===== src/rtl/rcas_rr_scheduler_pkg.sv =====
// Shared types and constants for the round-robin scheduler in front of the
// single rcas_4bit add/sub datapath.
package rcas_sched_pkg;

  localparam int DATA_W = 4;

  localparam logic OP_ADD = 1'b0;
  localparam logic OP_SUB = 1'b1;

  typedef enum logic [1:0] {
    IDLE = 2'd0,
    EXEC = 2'd1,
    RESP = 2'd2
  } state_t;

  typedef struct packed {
    logic [DATA_W-1:0] a;
    logic [DATA_W-1:0] b;
    logic              sel;
  } operand_t;

endpackage


===== src/rtl/rcas_rr_scheduler_if.sv =====
// Request/response channel bundle between the ALU-using masters and the scheduler.
interface rcas_rr_scheduler_if
  import rcas_sched_pkg::*;
#(
  parameter int NUM_REQ = 2,
  parameter int ID_W    = 1
);

  logic [NUM_REQ-1:0]        req_valid;
  logic [NUM_REQ-1:0]        req_ready;
  logic [DATA_W*NUM_REQ-1:0] req_a;
  logic [DATA_W*NUM_REQ-1:0] req_b;
  logic [NUM_REQ-1:0]        req_sel;

  logic                      rsp_valid;
  logic                      rsp_ready;
  logic [ID_W-1:0]           rsp_id;
  logic [DATA_W-1:0]         rsp_result;
  logic                      rsp_c_out;

  modport master (
    output req_valid, req_a, req_b, req_sel, rsp_ready,
    input  req_ready, rsp_valid, rsp_id, rsp_result, rsp_c_out
  );

  modport slave (
    input  req_valid, req_a, req_b, req_sel, rsp_ready,
    output req_ready, rsp_valid, rsp_id, rsp_result, rsp_c_out
  );

endinterface


===== src/rtl/rcas_4bit.sv =====
// 4-bit ripple-carry adder/subtractor: sel=1 computes a + ~b + 1.
module rcas_4bit
  import rcas_sched_pkg::*;
(
  input  logic [DATA_W-1:0] a,
  input  logic [DATA_W-1:0] b,
  input  logic              sel,
  output logic [DATA_W-1:0] result,
  output logic              c_out
);

  logic              sub;
  logic [DATA_W:0]   carry;
  logic [DATA_W-1:0] b_eff;

  assign sub   = (sel == OP_SUB);
  assign b_eff = b ^ {DATA_W{sub}};

  always_comb begin
    carry    = '0;
    result   = '0;
    carry[0] = sub;
    for (int i = 0; i < DATA_W; i++) begin
      result[i]  = a[i] ^ b_eff[i] ^ carry[i];
      carry[i+1] = (a[i] & b_eff[i]) | (carry[i] & (a[i] ^ b_eff[i]));
    end
  end

  assign c_out = carry[DATA_W];

endmodule


===== src/rtl/rcas_rr_scheduler_arbiter.sv =====
// Combinational round-robin pick: first set req bit at or above ptr, wrapping.
module rr_arbiter #(
  parameter int NUM_REQ = 2,
  parameter int ID_W    = 1
) (
  input  logic [NUM_REQ-1:0] req,
  input  logic [ID_W-1:0]    ptr,
  output logic [NUM_REQ-1:0] grant,
  output logic [ID_W-1:0]    grant_idx,
  output logic               grant_any
);

  int              idx;
  logic [ID_W-1:0] idx_w;

  // NOTE: every output gets a default before the search loop, so no path
  // through this block leaves a value unassigned and no latch is inferred.
  always_comb begin
    grant     = '0;
    grant_idx = '0;
    grant_any = 1'b0;
    idx       = 0;
    idx_w     = '0;
    for (int k = 0; k < NUM_REQ; k++) begin
      idx   = (int'(ptr) + k) % NUM_REQ;
      idx_w = ID_W'(idx);
      if (!grant_any && req[idx_w]) begin
        grant[idx_w] = 1'b1;
        grant_idx    = idx_w;
        grant_any    = 1'b1;
      end
    end
  end

endmodule


===== src/rtl/rcas_rr_scheduler.sv =====
// Shares one rcas_4bit between NUM_REQ requesters: IDLE grants, EXEC evaluates
// once, RESP holds the tagged result until the consumer accepts it.
module rcas_rr_scheduler
  import rcas_sched_pkg::*;
#(
  parameter int NUM_REQ = 2,
  parameter int ID_W    = 1
) (
  input  logic                 clk,
  input  logic                 rst_n,
  rcas_rr_scheduler_if.slave   bus,
  output logic                 busy
);

  state_t            state;
  operand_t          op_q;
  operand_t          op_d;
  logic [ID_W-1:0]   id_q;
  // ptr is the search start, i.e. last grant + 1; zero after reset.
  logic [ID_W-1:0]   ptr;

  logic [NUM_REQ-1:0] grant;
  logic [ID_W-1:0]    grant_idx;
  logic               grant_any;

  logic [DATA_W-1:0]  alu_result;
  logic               alu_c_out;

  rr_arbiter #(
    .NUM_REQ (NUM_REQ),
    .ID_W    (ID_W)
  ) u_arb (
    .req       (bus.req_valid),
    .ptr       (ptr),
    .grant     (grant),
    .grant_idx (grant_idx),
    .grant_any (grant_any)
  );

  // Ready is held low while reset is asserted even though state already reads IDLE.
  assign bus.req_ready = (state == IDLE && rst_n) ? grant : '0;

  always_comb begin
    op_d.a   = bus.req_a[int'(grant_idx)*DATA_W +: DATA_W];
    op_d.b   = bus.req_b[int'(grant_idx)*DATA_W +: DATA_W];
    op_d.sel = bus.req_sel[grant_idx];
  end

  rcas_4bit u_alu (
    .a      (op_q.a),
    .b      (op_q.b),
    .sel    (op_q.sel),
    .result (alu_result),
    .c_out  (alu_c_out)
  );

  // NOTE: state registers use non-blocking assignments so every flop samples
  // pre-edge values regardless of statement order.
  always_ff @(posedge clk or negedge rst_n) begin
    if (!rst_n) begin
      state          <= IDLE;
      op_q           <= '0;
      id_q           <= '0;
      ptr            <= '0;
      busy           <= 1'b0;
      bus.rsp_valid  <= 1'b0;
      bus.rsp_id     <= '0;
      bus.rsp_result <= '0;
      bus.rsp_c_out  <= 1'b0;
    end else begin
      case (state)
        IDLE: begin
          if (grant_any) begin
            op_q  <= op_d;
            id_q  <= grant_idx;
            ptr   <= (grant_idx == ID_W'(NUM_REQ - 1)) ? '0 : grant_idx + 1'b1;
            busy  <= 1'b1;
            state <= EXEC;
          end
        end
        EXEC: begin
          bus.rsp_result <= alu_result;
          bus.rsp_c_out  <= alu_c_out;
          bus.rsp_id     <= id_q;
          bus.rsp_valid  <= 1'b1;
          state          <= RESP;
        end
        RESP: begin
          if (bus.rsp_ready) begin
            bus.rsp_valid <= 1'b0;
            busy          <= 1'b0;
            state         <= IDLE;
          end
        end
        default: begin
          bus.rsp_valid <= 1'b0;
          busy          <= 1'b0;
          state         <= IDLE;
        end
      endcase
    end
  end

endmodule


===== src/flat_wrapper.sv =====
// flat-port wrapper written by rule: the top's interface ports become plain ports
module rcas_rr_scheduler_flat import rcas_sched_pkg::*;
#(
  parameter int NUM_REQ = 2,
  parameter int ID_W    = 1
)
  (clk, rst_n, busy, bus_req_valid, bus_req_a, bus_req_b, bus_req_sel, bus_rsp_ready, bus_req_ready, bus_rsp_valid, bus_rsp_id, bus_rsp_result, bus_rsp_c_out);
  rcas_rr_scheduler_if #(.NUM_REQ(NUM_REQ), .ID_W(ID_W)) bus_i ();
  input  logic clk;
  input  logic rst_n;
  output logic busy;
  input wire logic [$bits(bus_i.req_valid)-1:0] bus_req_valid;
  input wire logic [$bits(bus_i.req_a)-1:0] bus_req_a;
  input wire logic [$bits(bus_i.req_b)-1:0] bus_req_b;
  input wire logic [$bits(bus_i.req_sel)-1:0] bus_req_sel;
  input wire logic [$bits(bus_i.rsp_ready)-1:0] bus_rsp_ready;
  output wire logic [$bits(bus_i.req_ready)-1:0] bus_req_ready;
  output wire logic [$bits(bus_i.rsp_valid)-1:0] bus_rsp_valid;
  output wire logic [$bits(bus_i.rsp_id)-1:0] bus_rsp_id;
  output wire logic [$bits(bus_i.rsp_result)-1:0] bus_rsp_result;
  output wire logic [$bits(bus_i.rsp_c_out)-1:0] bus_rsp_c_out;
  assign bus_i.req_valid = bus_req_valid;
  assign bus_i.req_a = bus_req_a;
  assign bus_i.req_b = bus_req_b;
  assign bus_i.req_sel = bus_req_sel;
  assign bus_i.rsp_ready = bus_rsp_ready;
  assign bus_req_ready = bus_i.req_ready;
  assign bus_rsp_valid = bus_i.rsp_valid;
  assign bus_rsp_id = bus_i.rsp_id;
  assign bus_rsp_result = bus_i.rsp_result;
  assign bus_rsp_c_out = bus_i.rsp_c_out;
  rcas_rr_scheduler #(.NUM_REQ(NUM_REQ), .ID_W(ID_W)) u_core (.clk(clk), .rst_n(rst_n), .bus(bus_i), .busy(busy));
endmodule

===== config.mk =====
export PLATFORM = sky130hd
export DESIGN_NAME = rcas_rr_scheduler_flat
export DESIGN_NICKNAME = d
export VERILOG_FILES = /design/src/rtl/rcas_rr_scheduler_pkg.sv /design/src/rtl/rcas_rr_scheduler_if.sv /design/src/rtl/rcas_4bit.sv /design/src/rtl/rcas_rr_scheduler_arbiter.sv /design/src/rtl/rcas_rr_scheduler.sv /design/src/flat_wrapper.sv
export SDC_FILE = /design/constraint.sdc
export NUM_CORES = 1
export LEC_CHECK = 0
export ABC_AREA = 1
export BUFFER_PORTS_ARGS = -buffer_cell sky130_fd_sc_hd__buf_4
export CORE_ASPECT_RATIO = 0.75
export CORE_MARGIN = 2
export CORE_UTILIZATION = 45
export DETAILED_ROUTE_END_ITERATION = 7
export GPL_ROUTABILITY_DRIVEN = 0
export GPL_TIMING_DRIVEN = 0
export PLACE_DENSITY = 0.74
export SYNTH_ARGS = -nofsm -noshare
export SYNTH_HDL_FRONTEND = slang
export SYNTH_HIERARCHICAL = 1
export SYNTH_SLANG_ARGS = --single-unit

===== constraint.sdc =====
create_clock -name clk -period 2.5 [get_ports clk]
set_input_delay 0.25 -clock clk [delete_from_list [all_inputs] [get_ports clk]]
set_output_delay 0.25 -clock clk [all_outputs]
set_load 0.03 [all_outputs]

=== Word level (Yosys, flattened, before mapping) ===
Index checks and enable logic that the tools add are counted.

* Register bits: 21
* Word-level logic and storage cells: 83
* Input port bits: 23
* Output and inout port bits: 10

* Bitwise gates (word level): 24
* Reduce and logical (&&, ||, !) cells: 10
* $lt $le $gt $ge: 5
* Equality and inequality tests: 4
* Muxes and demuxes: 25
* $add $sub $neg: 2
* Shift operators: 2

{| class="wikitable"
|+ Operators with widths
! operator !! count
|-
| variable part select 8 x 4 -> 4 bit || 2
|-
| 2-to-1 mux 1 bit || 15
|-
| 2-to-1 mux 2 bit || 5
|-
| AND 1 bit || 8
|-
| bitwise XOR 1 bit || 8
|-
| less-than comparator 1 x 2 -> 1 bit, second input constant || 3
|-
| case mux 1 bit (3 select lines) || 2
|-
| case mux 2 bit (3 select lines) || 1
|-
| AND reduction 2 bit || 3
|-
| logical AND 1 bit || 4
|-
| bitwise OR 1 bit || 4
|-
| bitwise XOR 4 bit || 1
|-
| AND reduction 3 bit || 1
|-
| adder 1 bit, second input constant || 2
|-
| demux 1 bit (select 1 bit) || 2
|-
| == test 2 x 1 -> 1 bit, second input constant || 1
|-
| == test 2 bit, second input constant || 1
|-
| greater-or-equal comparator 1 bit, second input constant || 2
|-
| logical NOT 2 bit || 1
|-
| inequality test 2 x 1 -> 1 bit, second input constant || 1
|-
| inequality test 2 bit, second input constant || 1
|-
| NOT 1 bit || 2
|-
| bitwise OR 2 bit || 1
|-
| logical NOT 1 bit || 1
|}

=== Depth between registers and ports, before layout ===
Gate-level depths: netlist (run 1).

* Depth after elaboration: 10
* Mapped depth: 9

=== By module ===
The synthesis (run 1) kept the hierarchy.

{| class="wikitable"
|+ By module, submodules not included
! module !! instances !! area each (um^2) !! cells an instance
|-
| rcas_rr_scheduler || 1 || 940.9 || 119
|-
| rcas_4bit || 1 || 153.9 || 28
|-
| rr_arbiter || 1 || 55.1 || 14
|}

=== Worst setup path after synthesis (run 1) ===
No wires, ideal clock.

* Kind: flip-flop to flip-flop
* Start: register u_core/op_q[0] (netlist bit)
* End: register u_core.bus.rsp_result[3]
* Arrival: 1.889 ns
* Setup time: 0.118 ns
* Cell stages (with the launch flop): 10
* Setup slack: 0.493 ns
* Path through: dfrtp_1 inv_2 nand2_1 nand2_1 fa_1 fa_1 inv_1 fa_1 nand3_1 nand2_1

* Longest elaborated chain between the ends: 9
* Elaborated cells on any way between the ends: 15
* Classes of those cells: bitwise: 15

{| class="wikitable"
|+ RTL lines
! item !! line !! text
|-
| start: declaration || rcas_rr_scheduler.sv:16 || <nowiki>operand_t op_q;</nowiki>
|-
| start signal: assignment || rcas_rr_scheduler.sv:74 || <nowiki>op_q <= op_d;</nowiki>
|-
| bitwise XOR 4 bit || rcas_4bit.sv:17 || <nowiki>assign b_eff = b ^ {DATA_W{sub}};</nowiki>
|-
| bitwise XOR 1 bit || rcas_4bit.sv:25 || <nowiki>carry[i+1] = (a[i] & b_eff[i]) | (carry[i] & (a[i] ^ b_eff[i]));</nowiki>
|-
| AND 1 bit || rcas_4bit.sv:25 ||
|-
| bitwise OR 1 bit || rcas_4bit.sv:25 ||
|-
| AND 1 bit || rcas_4bit.sv:25 ||
|-
| bitwise OR 1 bit || rcas_4bit.sv:25 ||
|-
| AND 1 bit || rcas_4bit.sv:25 ||
|-
| bitwise OR 1 bit || rcas_4bit.sv:25 ||
|-
| bitwise XOR 1 bit (*) || rcas_4bit.sv:24 || <nowiki>result[i] = a[i] ^ b_eff[i] ^ carry[i];</nowiki>
|-
| net u_core.alu_result[3] || rcas_rr_scheduler.sv:26 || <nowiki>logic [DATA_W-1:0] alu_result;</nowiki>
|-
| end signal: assignment || rcas_rr_scheduler.sv:82 || <nowiki>bus.rsp_result <= alu_result;</nowiki>
|-
| end: declaration || rcas_rr_scheduler_if.sv:28 || <nowiki>output req_ready, rsp_valid, rsp_id, rsp_result, rsp_c_out</nowiki>
|}

Mark *: on every way through the listed nets, which the timed path passes. The rest lies on a longest branch.
A chain may end at the register's enable or synchronous reset.

=== Final worst setup path (run 1) ===
Same ends and word-level chain as after synthesis.

==> flow_metrics.py, run 1 <==
metrics = {
    "outcome": {
        "status": "complete, no violations",
    },
    "routing": {
        "drc": 0,
        "drtPass1Iterations": 4,
        "ant_nets": 0,
        "vias": 1007,
        "wl_mm": 2.24,
        "drt-vias-per-instance": 4.34,
        "drtIter0Drc": 46,
        "wl_per_cell_um": 9.67,
    },
    "sta": {
        "rsz0062_at_grt": "no",
        "timing.final.crit_share_pct": 85.7,
        "fin_skew_ps": 4.70,
        "tightest_slew_ps": 273,
        "whs_ps": 230,
        "fmax_mhz": 467,
        "maxSlewViolCount": 0,
        "slew_headroom_pct": 81.8,
        "setup_ws_ps": 358,
        "fin_crit_ps": 2140,
        "setup_viol": 0,
        "hold_viol": 0,
        "fin_setup_tns_ps": 0,
    },
    "pwr": {
        "vdd_drop_max_mv": 0.438,
        "powerDensity_nw_per_um2": 1210,
        "power.leakage_nw": 0.894,
        "total_power_mw": 1.78,
    },
    "clocking": {
        "postCtsSetupBuffers": 0,
        "cts_root_buf": "clkbuf_4",
        "cts.sinks": 21,
        "post_cts_resized": 0,
        "cts_tree": "done",
        "ctsHoldBuffers": 1,
        "clkTransAtPathRegs_ps": 110,
        "clk_latency_ps": 300,
        "clockBufferDepth": 2,
        "cts-buffers-inserted": 3,
        "ctsHtreeMaxLevel": 1,
    },
    "critical_path": {
        "crit_type": "reg -> reg",
        "slowest_stage": "dfrtp_1",
        "cp_top_family": "adder cells",
        "crit_buf_inv": 2,
        "path_cells": "inv_2 > nand2_1 > nand2_1 > fa_1 > fa_1 > inv_1 > fa_1 > nand3_1 > nand2_1",
        "critPathLaunch": "u_core/op_q[0]$_DFFE_PN0P_",
        "endpoint_kind": "flop",
        "path_max_fanout": 5,
        "regToRegStartpoint": "u_core/op_q[0]$_DFFE_PN0P_",
        "critPathLaunchType": "flop",
        "cp_slowest_stage_delay_ps": 440,
        "crit_arrival_ps": 2350,
        "required_ps": 2700,
    },
    "synth": {
        "yosys.area.top_type": "dfrtp_1",
        "synth_top_cell_area_share_pct": 45.7,
        "avgSynthCellArea_um2": 7.14,
        "ys_top_cells_by_area": "dfrtp_1 46%, nand2_1 30%, inv_1 5.9%, fa_1 5.2%, nand3_1 2.6%",
        "ys_ff_latch": 21,
        "netlist_area_um2": 1150,
        "synth.distinct_cells": 18,
        "yosys_warnings": 6,
        "synth_nets": 187,
        "synth_seq_area_share_pct": 45.7,
        "synthCells": 161,
    },
    "floorplan": {
        "die-area_um2": 2980,
        "initial_utilization_pct": 48.6,
        "num_rows": 15,
        "core_region_area_um2": 2360,
        "fp.dieH_um": 47.8,
        "ios": 33,
        "fp.dieW_um": 62.4,
    },
    "worst_hold_path": {
        "holdCritStartpoint": "bus_req_a[3]",
        "hold_class": "in -> reg",
    },
    "placed_design": {
        "dp.cells": 227,
        "placement.io_buffers": 32,
        "placedInstanceArea_um2": 1430,
        "place_ws_ps": 381,
        "dp_hpwl_mm": 1.79,
    },
    "cells_and_area": {
        "final_cell_mix": "93 x nand2_1, 33 x buf_4, 21 x dfrtp_1",
        "final_cells": 232,
        "final_layout_size_suffix_gt1_share_pct": 21.7,
        "postLayoutCellArea_um2": 1470,
        "final_nets": 225,
        "diodes": 0,
        "final_common_cell": "nand2_1",
        "utilization_pct": 62.1,
        "syn2layout_area_growth_pct": 27.7,
    },
    "grt": {
        "grt_pass1_vias": 890,
        "grt-busiest-layer": "met2",
        "grt_util_all_layers_pct": 16.1,
        "use_met2_pct": 27.8,
        "met1_usage_pct": 20.9,
        "antenna_found_initial": 0,
        "grt_first_pass_wirelength_mm": 3.64,
        "grt_start_max_net_pins": 24,
        "grt-ovfl-total": 0,
        "met3_usage_pct": 2.59,
    },
    "flow_run": {
        "max-cap-violations": 0,
    },
}
-- per-layer routing --
layer,vias up,part of all wire [%]
met4,0,0.36
met3,2,5.2
met5,-,0
met1,420,50
met2,32,44
li1,553,-
-- worst register-to-register path: stages, from the launching register on --
cell and delay (ps):
dfrtp_1 440, inv_2 80, nand2_1 60, nand2_1 60
fa_1 400, fa_1 370, inv_1 90, fa_1 420
nand3_1 90, nand2_1 50
-- state kept, by name, indices dropped and copies added, names as in the netlist --
name,count
u_core/op_q,9
u_core/bus.rsp_result,4
u_core/state,2
u_core/bus.rsp_c_out,1
u_core/bus.rsp_id,1
u_core/bus.rsp_valid,1
u_core/busy,1
u_core/id_q,1
u_core/ptr,1
-- report_power, final --
part / switching [mW] / leakage, nW / internal (mW) / total (mW)
sequential: 0.116 / 0.262 / 0.504 / 0.620
combinational: 0.613 / 0.618 / 0.381 / 0.995
clock: 0.100 / 0.0150 / 0.0622 / 0.162
total: 0.830 / 0.894 / 0.947 / 1.78
-- final cells by class --
type	count	area (um2)
Buffer	3	23.8
Clock buffer	4	26.3
Timing Repair Buffer	33	250
Inverter	21	80.1
Multi-Input combinational cell	116	520
Sequential cell	21	526
Tap cell	34	42.5
Fill cell	247	896
-- Yosys cell counts --
master,count
o21bai_1,1
nand2_4,1
clkinv_1,1
inv_2,1
nor2_1,4
dfrtp_1,21
nand3_1,6
nor2_2,2
nand2_1,93
nand3b_1,1
buf_2,1
clkinv_2,1
inv_1,18
buf_6,1
o21ai_0,3
fa_1,3
buf_4,1
and3_1,2
-- cell families (layout without fill, tap and decap cells) --
logic type,after synthesis,in the layout,synth area share (%)
AND/OR/NAND/NOR,109,109,38.1
buffers and inverters,24,61,9.03
flip-flops,21,21,45.7
AO/OA/AOI/OAI,4,4,1.96
adder cells (fa/ha/maj),3,3,5.22
-- path summary, 6_finish.rpt --
path	to	cells after the start	slack, ps
max in group asynchronous	u_core/op_q[2]$_DFFE_PN0P_	2	1930
hold reg to reg	u_core/bus.rsp_c_out$_DFFE_PN0P_	2	490
hold / removal	u_core/op_q[8]$_DFFE_PN0P_	5	230
min in group asynchronous	u_core/bus.rsp_valid$_DFFE_PN0P_	2	350
setup reg to reg	u_core/bus.rsp_result[3]$_DFFE_PN0P_	9	360
setup / recovery	u_core/bus.rsp_result[3]$_DFFE_PN0P_	9	360
(Power assumes the default switching activity.)
==> run 2, diff against run 1 <==
--- a/config.mk
+++ b/config.mk
@@ -9,11 +9,11 @@
 export BUFFER_PORTS_ARGS = -buffer_cell sky130_fd_sc_hd__buf_4
 export CORE_ASPECT_RATIO = 0.75
 export CORE_MARGIN = 2
-export CORE_UTILIZATION = 45
+export CORE_UTILIZATION = 50
 export DETAILED_ROUTE_END_ITERATION = 7
 export GPL_ROUTABILITY_DRIVEN = 0
 export GPL_TIMING_DRIVEN = 0
-export PLACE_DENSITY = 0.74
+export PLACE_DENSITY = 0.8
 export SYNTH_ARGS = -nofsm -noshare
 export SYNTH_HDL_FRONTEND = slang
 export SYNTH_HIERARCHICAL = 1
==> flow_metrics.py, run 2 (synthesis gave the netlist of run 1 again) <==
metrics = {
    "cells_and_area": {
        "fill_cells": 207,
        "diodes": 0,
        "largest-register": "u_core/op_q",
        "syn2layout_area_growth_pct": 26.8,
        "final_nets": 225,
        "final_cell_mix": "93 x nand2_1, 33 x buf_4, 21 x dfrtp_1",
        "utilization_pct": 65.3,
        "final_common_cell": "nand2_1",
        "postLayoutCellArea_um2": 1460,
        "reg_top3": "u_core/op_q (9), u_core/bus.rsp_result (4), u_core/state (2)",
        "final_cells": 223,
        "final_layout_size_suffix_gt1_share_pct": 21.7,
        "largest_reg_flops": 9,
    },
    "sta": {
        "setup_ws_ps": 386,
        "maxSlewViolCount": 0,
        "rsz0062_at_grt": "no",
        "tightest_slew_ps": 270,
        "fin_skew_ps": 8.15,
        "timing.final.crit_share_pct": 84.5,
        "setup_viol": 0,
        "fin_setup_tns_ps": 0,
        "hold_viol": 0,
        "slew_headroom_pct": 82.0,
        "fmax_mhz": 473,
        "fin_crit_ps": 2110,
    },
    "placed_design": {
        "dp.cells": 218,
        "dp_hpwl_mm": 1.62,
        "place_ws_ps": 369,
        "placement.io_buffers": 32,
        "placedInstanceArea_um2": 1420,
    },
    "routing": {
        "wl_per_cell_um": 8.87,
        "drtIter0Drc": 36,
        "ant_nets": 0,
        "drt-vias-per-instance": 4.50,
        "drtPass1Iterations": 4,
        "drc": 0,
        "vias": 1004,
        "wl_mm": 1.98,
    },
    "grt": {
        "grt_util_all_layers_pct": 16.6,
        "grt_pass1_vias": 813,
        "antenna_found_initial": 0,
        "grt_first_pass_wirelength_mm": 3.33,
        "grt-ovfl-total": 0,
        "grt_start_max_net_pins": 24,
    },
    "floorplan": {
        "fp.dieW_um": 59.4,
        "ios": 33,
        "fp.dieH_um": 45.5,
        "core_region_area_um2": 2230,
        "num_rows": 15,
        "initial_utilization_pct": 51.5,
        "die-area_um2": 2700,
    },
    "critical_path": {
        "crit_type": "reg -> reg",
        "crit_arrival_ps": 2320,
        "path_max_fanout": 5,
        "rr_worst_depth": 9,
        "endpoint_kind": "flop",
        "critPathLaunchType": "flop",
        "required_ps": 2700,
    },
    "worst_hold_path": {
        "hold_class": "in -> reg",
        "min_path_cells": 5,
    },
    "clocking": {
        "cts-buffers-inserted": 3,
        "cts.sinks": 21,
        "clkTransAtPathRegs_ps": 110,
        "clk_latency_ps": 290,
        "cts_root_buf": "clkbuf_4",
        "postCtsSetupBuffers": 0,
        "ctsHtreeMaxLevel": 1,
        "clockBufferDepth": 2,
        "cts_tree": "done",
    },
    "pwr": {
        "p_clk_share_pct": 8.8,
        "internal_power_mw": 0.945,
        "netSwitchingPower_mw": 0.802,
        "comb_power_share_pct": 55.9,
        "power.leakage_nw": 0.894,
        "p_sw_share_pct": 45.9,
        "power_frac_seq_pct": 35.2,
        "powerDensity_nw_per_um2": 1200,
        "vdd_drop_max_mv": 0.549,
    },
    "flow_run": {
        "max-cap-violations": 0,
    },
    "outcome": {
        "status": "complete, no violations",
    },
}
-- run 2: cell counts in the layout (fill, tap and decap cells not counted) --
Identical to the previous run, type by type.
-- run 2: through the flow --
step | power, mW | hold slack, ps
2_1_floorplan | 1.35 | -45.6
3_3_place_gp | 1.58 | 145
3_5_place_dp | 1.61 | 149
4_1_cts | 1.77 | 234
5_1_grt | 1.93 | 242
6_report | 1.75 | 245
-- run 2: power by group through the flow --
stage               sequential [mW]  clock, mW  combinational [mW]
floorplan                     0.722          0               0.625
global placement              0.618          0               0.962
detailed placement            0.625          0               0.987
CTS                           0.618      0.164               0.990
global route                  0.641      0.173                1.12
finish                        0.615      0.154               0.977
-- run 2: worst paths after layout --
check	startpoint	end	slack, ps
setup / recovery	u_core/op_q[0]$_DFFE_PN0P_	u_core/bus.rsp_result[3]$_DFFE_PN0P_	390
hold / removal	bus_req_b[2]	u_core/op_q[3]$_DFFE_PN0P_	240
setup reg to reg	u_core/op_q[0]$_DFFE_PN0P_	u_core/bus.rsp_result[3]$_DFFE_PN0P_	390
hold reg to reg	u_core/bus.rsp_result[2]$_DFFE_PN0P_	u_core/bus.rsp_result[2]$_DFFE_PN0P_	480
max in group asynchronous	rst_n	u_core/id_q$_DFFE_PN0P_	1920
min in group asynchronous	rst_n	u_core/bus.rsp_result[0]$_DFFE_PN0P_	360
-- run 2: layer usage --
metal  track usage (%)  share of wire [%]  vias up
li1                  -                  -      551
met2              25.7                 43       34
met3              5.11                6.8        2
met1              23.0                 49      417
met5                 0                  0        -
met4              4.09               0.71        0
-- run 2: area by class of cell --
class                   instances  area, um2  area share [%]
flip-flops and latches         21        526            36.1
inverters                      21       80.1            5.49
plain buffers                   3       23.8            1.63
clock buffers                   4       26.3            1.80
repair buffers                 33        250            17.2
well taps                      25       31.3            2.15
multi-input cells             116        520            35.7
-- run 2: repair_timing --
action                                 in CTS  in global routing
hold buffers                                1                  0
endpoints found under the hold margin      21                  0
gates resized for setup                     0                  0
-- run 2: critical path, stage by stage, from the launching register on --
cell,delay (ps)
dfrtp_1,430
inv_2,70
nand2_1,60
nand2_1,60
fa_1,410
fa_1,370
inv_1,80
fa_1,400
nand3_1,90
nand2_1,50
